==> src/rtl/wb_stage.sv <==
// Write-back pipeline stage: latches the MEM result, drives register-file writes,
// owns the HI/LO registers, and counts retired instructions when WB_RETIRE_CNT_EN is defined.
module wb_stage (
  input  logic         clk,
  input  logic         rst,
  input  logic [5:0]   stall,
  input  logic [136:0] mem_to_wb_bus,
  output logic [37:0]  wb_to_rf_bus,
  output logic [37:0]  wb_to_id_forwarding,
  output logic [31:0]  hi_rdata,
  output logic [31:0]  lo_rdata,
  output logic [31:0]  debug_wb_pc,
  output logic [3:0]   debug_wb_rf_wen,
  output logic [4:0]   debug_wb_rf_wnum,
  output logic [31:0]  debug_wb_rf_wdata,
  output logic [31:0]  retire_cnt
);

  logic [136:0] stage_reg, stage_next;
  logic         valid_reg, valid_next;
  logic [31:0]  hi_reg, hi_next;
  logic [31:0]  lo_reg, lo_next;

  logic         lo_wen, hi_wen, hilo_sel, rf_we, rf_we_eff, hold;
  logic [63:0]  hilo_res;
  logic [31:0]  pc, rf_wdata, hilo_wval_hi, hilo_wval_lo;
  logic [4:0]   rf_waddr;
  logic         unused_stall;

  assign {lo_wen, hi_wen, hilo_sel, hilo_res, pc, rf_we, rf_waddr, rf_wdata} = stage_reg;

  assign hold         = stall[4] & stall[5];
  assign unused_stall = ^stall[3:0];

  always_comb begin
    stage_next = stage_reg;
    valid_next = valid_reg;
    if (!stall[4]) begin
      stage_next = mem_to_wb_bus;
      valid_next = |mem_to_wb_bus;
    end else if (!stall[5]) begin
      stage_next = '0;
      valid_next = 1'b0;
    end
  end

  // hi_next/lo_next double as the zero-latency bypass seen on hi_rdata/lo_rdata.
  assign hilo_wval_hi = hilo_sel ? hilo_res[63:32] : rf_wdata;
  assign hilo_wval_lo = hilo_sel ? hilo_res[31:0]  : rf_wdata;
  assign hi_next      = (valid_reg && hi_wen) ? hilo_wval_hi : hi_reg;
  assign lo_next      = (valid_reg && lo_wen) ? hilo_wval_lo : lo_reg;

  always_ff @(posedge clk or negedge rst) begin
    if (!rst) begin
      stage_reg <= '0;
      valid_reg <= 1'b0;
      hi_reg    <= '0;
      lo_reg    <= '0;
    end else begin
      stage_reg <= stage_next;
      valid_reg <= valid_next;
      hi_reg    <= hi_next;
      lo_reg    <= lo_next;
    end
  end

  assign rf_we_eff           = rf_we & valid_reg;
  assign wb_to_rf_bus        = {rf_we_eff, rf_waddr, rf_wdata};
  assign wb_to_id_forwarding = {rf_we_eff, rf_waddr, rf_wdata};
  assign hi_rdata            = hi_next;
  assign lo_rdata            = lo_next;
  assign debug_wb_pc         = pc;
  assign debug_wb_rf_wnum    = rf_waddr;
  assign debug_wb_rf_wdata   = rf_wdata;

  for (genvar gi = 0; gi < 4; gi++) begin : g_dbg_wen
    assign debug_wb_rf_wen[gi] = rf_we_eff;
  end

`ifdef WB_RETIRE_CNT_EN
  // A held instruction retires once, on the edge where it finally leaves the stage.
  logic [31:0] retire_cnt_reg;

  always_ff @(posedge clk or negedge rst) begin
    if (!rst) begin
      retire_cnt_reg <= '0;
    end else if (valid_reg && !hold) begin
      retire_cnt_reg <= retire_cnt_reg + 32'd1;
    end
  end

  assign retire_cnt = retire_cnt_reg;
`else
  logic unused_hold;
  assign unused_hold = hold;
  assign retire_cnt  = '0;
`endif

endmodule

==> config.mk <==
export PLATFORM = sky130hd
export DESIGN_NAME = wb_stage
export DESIGN_NICKNAME = d
export VERILOG_FILES = /design/src/rtl/wb_stage.sv
export SDC_FILE = /design/constraint.sdc
export NUM_CORES = 1
export LEC_CHECK = 0
export CAP_MARGIN = 5
export CORE_AREA = 2 2 152 154
export DETAILED_ROUTE_END_ITERATION = 16
export DIE_AREA = 0 0 154 156
export PLACE_DENSITY = 0.91
export RECOVER_POWER = 50
export SYNTH_ARGS = -nofsm -noshare
export SYNTH_HDL_FRONTEND = slang
export SYNTH_SLANG_ARGS = --single-unit
==> constraint.sdc <==
create_clock -name clk -period 4.1 [get_ports clk]
set_input_delay 0.82 -clock clk [delete_from_list [all_inputs] [get_ports clk]]
set_output_delay 0.82 -clock clk [all_outputs]
set_load 0.02 [all_outputs]
After elaboration in Yosys (flattened, before gate mapping):

Index checks and enable logic that the tools add are counted.

* output and inout bits: 245
* word-level logic and storage cells: 17
* flip-flop bits (word level): 202
* input port bits: 145

* mux-type cells: 8
* bitwise operators: 1
* equal/unequal tests: 1
* reduce and logical (&&, ||, !) cells: 3

Operators by type and width (count)
* 137-bit two-way mux: 2
* 137-bit OR reduction: 1
* 32-bit two-way mux: 4
* 1-bit logical AND: 2
* 1-bit two-way mux: 2
* 2-bit != test, second input constant: 1
* 1-bit AND: 1

Longest topological paths before layout:

* depth after elaboration: 2
* gate-level depth with buffers: 6
* gate-level depth less buffers: 4

Worst setup path before layout:

Ideal clock, no wire load.

* path kind: register to output
* from: register valid_reg
* to: output lo_rdata[10]
* required time: 3280 ps
* arrival: 1332 ps
* cell stages (with the launch flop): 6
* path slack: 1948 ps
* path buffers: 2
* cell sequence: dfrtp_1 -> and2_1 -> buf_2 -> buf_1 -> nor2_1 -> a21oi_1

* word-level cells in the longest chain between the ends: 2

Ends and longest elaborated chain
* start: declaration: line 20 `logic valid_reg, valid_next;`
* start signal: assignment: line 61 `valid_reg <= valid_next;`
* 1-bit logical AND: line 51 `assign lo_next = (valid_reg && lo_wen) ? hilo_wval_lo : lo_reg;`
* 32-bit two-way mux: line 51
* end: declaration: line 11 `output logic [31:0] lo_rdata,`

No other way between the ends.

Worst setup path after layout:

* from: register stage_reg[134]
* to: output hi_rdata[6]

* word-level cells in the longest chain between the ends: 2

Ends and longest elaborated chain
* start: declaration: line 19 `logic [136:0] stage_reg, stage_next;`
* start signal: assignment: line 60 `stage_reg <= stage_next;`
* 32-bit two-way mux: line 48 `assign hilo_wval_hi = hilo_sel ? hilo_res[63:32] : rf_wdata;`
* 32-bit two-way mux: line 50 `assign hi_next = (valid_reg && hi_wen) ? hilo_wval_hi : hi_reg;`
* end: declaration: line 10 `output logic [31:0] hi_rdata,`

No other way between the ends.

==> key figures <==
Run status
  – Status: finished with violations
  – Failing checks: capacitance limit, slew limit

Clock tree
  – Cts bufs inserted: 24
  – Worst skew pair latency: 0.52 ns
  – Post-cts resize count: 0
  – Clk pin slew, worst setup/hold paths: 0.06 ns
  – H-tree Lvls: 1
  – CTS root buffer: clkbuf_16
  – Post-CTS Hold Fix Bufs: 0
  – # Post-CTS Setup Buffers: 0
  – CTS max path bufs: 3
  – Clk sink count: 202
  – CTS tree: built

Cells and area
  – Max reg flops: 137
  – Antenna cell count: 0
  – Area Growth Syn to Fin: 32.03%
  – Layout cells sized above 1: 3.916%
  – Final core occ: 58.93%
  – Fillcell total: 1818
  – Layout Nets: 1455
  – Most common cell after layout, fill and taps aside: clkdlybuf4s50_1
  – Most frequent cells in the layout: clkdlybuf4s50_1 (350), dfrtp_1 (201), inv_1 (137), a21oi_1 (128), nand3_1 (101)

Synthesis
  – Count of cell types in the netlist: 19
  – Post-Syn Area per Cell: 8.787 µm²
  – Number of synthesized register bits: 202
  – Synthesized cell area: 9982 µm²
  – Syn. warnings: 0
  – Seq/Total Area, Yosys: 50.64%
  – Cells after synthesis: 1136

GRT
  – Largest net degree at the start of global routing: 137
  – Initial antenna violation count: 2
  – Global-route wire length before repair: 46310 µm
  – Congestion Overflow GR: 0
  – Vias in the first global route: 8428
  – Tot GR Track Use: 24.81%

Setup path
  – CP Max Fanout: 97
  – FF-to-FF Start: stage_reg[134]
  – Worst path required time: 3.28 ns
  – Worst reg2reg path depth: 3
  – RR Endpoint: hi_reg[6]
  – WP data arrival: 2.94 ns
  – Path type of the worst setup path: register to primary output
  – Setup crit start kind: register
  – Reg-to-reg setup timing slack: 2.13 ns
  – Critical path capture point type: primary output

Floorplanning
  – Die width: 154 µm
  – Die area: 24020 µm²
  – CORE AREA: 22370 µm²
  – FP Rows: 55
  – Ports: 390
  – Starting Density: 44.63%
  – Die Y: 156 µm

STA
  – Setup Skew: 0.02299 ns
  – Slew @ Worst Pin: 2.395 ns
  – Fin crit share: 91.62%
  – Max-slew violations: 234
  – Slew Limit Headroom: -59.68%
  – Fin. Hold Viols: 0
  – Post-layout min period: 3.756 ns
  – Finish-stage setup viols: 0
  – Setup TNS: 0 ns
  – Final WS setup: 0.3436 ns
  – RSZ-0062 raised after global routing: false
  – Maximum clock rate: 266.2 MHz

Drt
  – DRC violations left: 0
  – Final wirelength: 30640 µm
  – DR iter-0 viols: 557
  – DRT Pass-1 Iters: 6
  – Final ANT Viol Nets: 0
  – Vias/cell: 5.253
  – DR vias: 8473
  – Drt wl/cell: 18.99 µm

Place
  – Minimum setup slack after placement: 0.9891 ns
  – IO Port Bufs: 353
  – Final GP Congestion: 0.8929
  – HPWL after DPL: 22250 µm

Power and ir drop
  – LEAKAGE: 5.813 nW
  – Maximum VDD drop: 0.3111 mV
  – Pwr Density: 455.2 nW/µm²
  – Total Power: 0.005999 W

Job
  – Max-cap viol count: 4

Worst hold path
  – Min-delay worst type: input pin to async pin
worst max path at each step:
stage                    endpoint  depth (start not counted)  slack (ns)           start
floorplan            lo_rdata[10]                          5        1.95       valid_reg
detailed placement    hi_rdata[6]                          4        0.99  stage_reg[134]
CTS                   hi_rdata[6]                          4        0.44  stage_reg[134]
global placement     lo_rdata[31]                          3        1.04  stage_reg[134]
finish                hi_rdata[6]                          4        0.34  stage_reg[134]
global route        stage_reg[48]                          2        0.27             rst
final cells by class:
class / count / area [µm²] / share of cell area [%]
multi-input cells: 582 / 2869 / 21.77
repair buffers: 363 / 3595 / 27.28
clock buffers: 38 / 713.2 / 5.412
flip-flops and latches: 202 / 5059 / 38.38
inverters: 137 / 514.2 / 3.902
clock inverters: 6 / 72.57 / 0.5506
well taps: 285 / 356.6 / 2.706
synth_stat cells:
| cell type | n | area, µm² |
|---|---|---|
| nand3_1 | 101 | 505.5 |
| nor2b_1 | 32 | 200.2 |
| inv_1 | 137 | 514.2 |
| buf_1 | 4 | 15.01 |
| conb_1 | 1 | 3.750 |
| nor4_2 | 3 | 37.54 |
| nor2_1 | 64 | 240.2 |
| nand4_1 | 8 | 50.05 |
| a32oi_1 | 1 | 8.760 |
| and2_1 | 4 | 25.02 |
| a21oi_1 | 128 | 640.6 |
| buf_6 | 1 | 11.26 |
| nor4_1 | 33 | 206.5 |
| buf_4 | 186 | 1396 |
| nand2_1 | 39 | 146.4 |
| dfrtp_1 | 202 | 5055 |
| clkbuf_1 | 28 | 105.1 |
| buf_2 | 27 | 135.1 |
| o21ai_1 | 137 | 685.7 |
per-stage QoR:
| step | hold slack, ns | area, µm² | std cells |
|---|---|---|---|
| finish | 0.3452 | 13180 | 1613 |
| global placement | 0.4652 | 12450 | 1569 |
| global route | 0.4432 | 13180 | 1613 |
| CTS | 0.4221 | 13230 | 1613 |
| floorplan | 0.4563 | 10100 | 1167 |
| detailed placement | 0.4770 | 12450 | 1569 |
critical path, cell delays in order (launching register included):
cell and delay (ns):
dfrtp_4 0.80, nor2b_1 0.51, a21oi_1 0.08, a21oi_1 0.27, clkdlybuf4s50_1 0.64
report_power, final:
part | leakage, nW | internal [W] | switching (W)
clock | 0.382 | 0.00126 | 0.000850
combinational | 2.96 | 0.000670 | 0.000836
sequential | 2.47 | 0.00223 | 0.000156
total | 5.81 | 0.00416 | 0.00184
kinds of logic (layout without fill, tap and decap cells):
logic type | Yosys count | in the layout | synth area share (%)
buf+inv | 383 | 544 | 21.81
compound gates | 266 | 266 | 13.37
simple gates | 284 | 284 | 14.14
other cells | 1 | 32 | 0.03757
flops | 202 | 202 | 50.64
layer usage:
metal,track usage [%],vias up,routed length (µm)
met5,0,-,14
met4,11.53,2,1427
met3,6.722,90,2898
met2,39.91,479,14310
met1,31.34,4042,11980
li1,-,3860,-
Power figures use the tool's default switching activity.
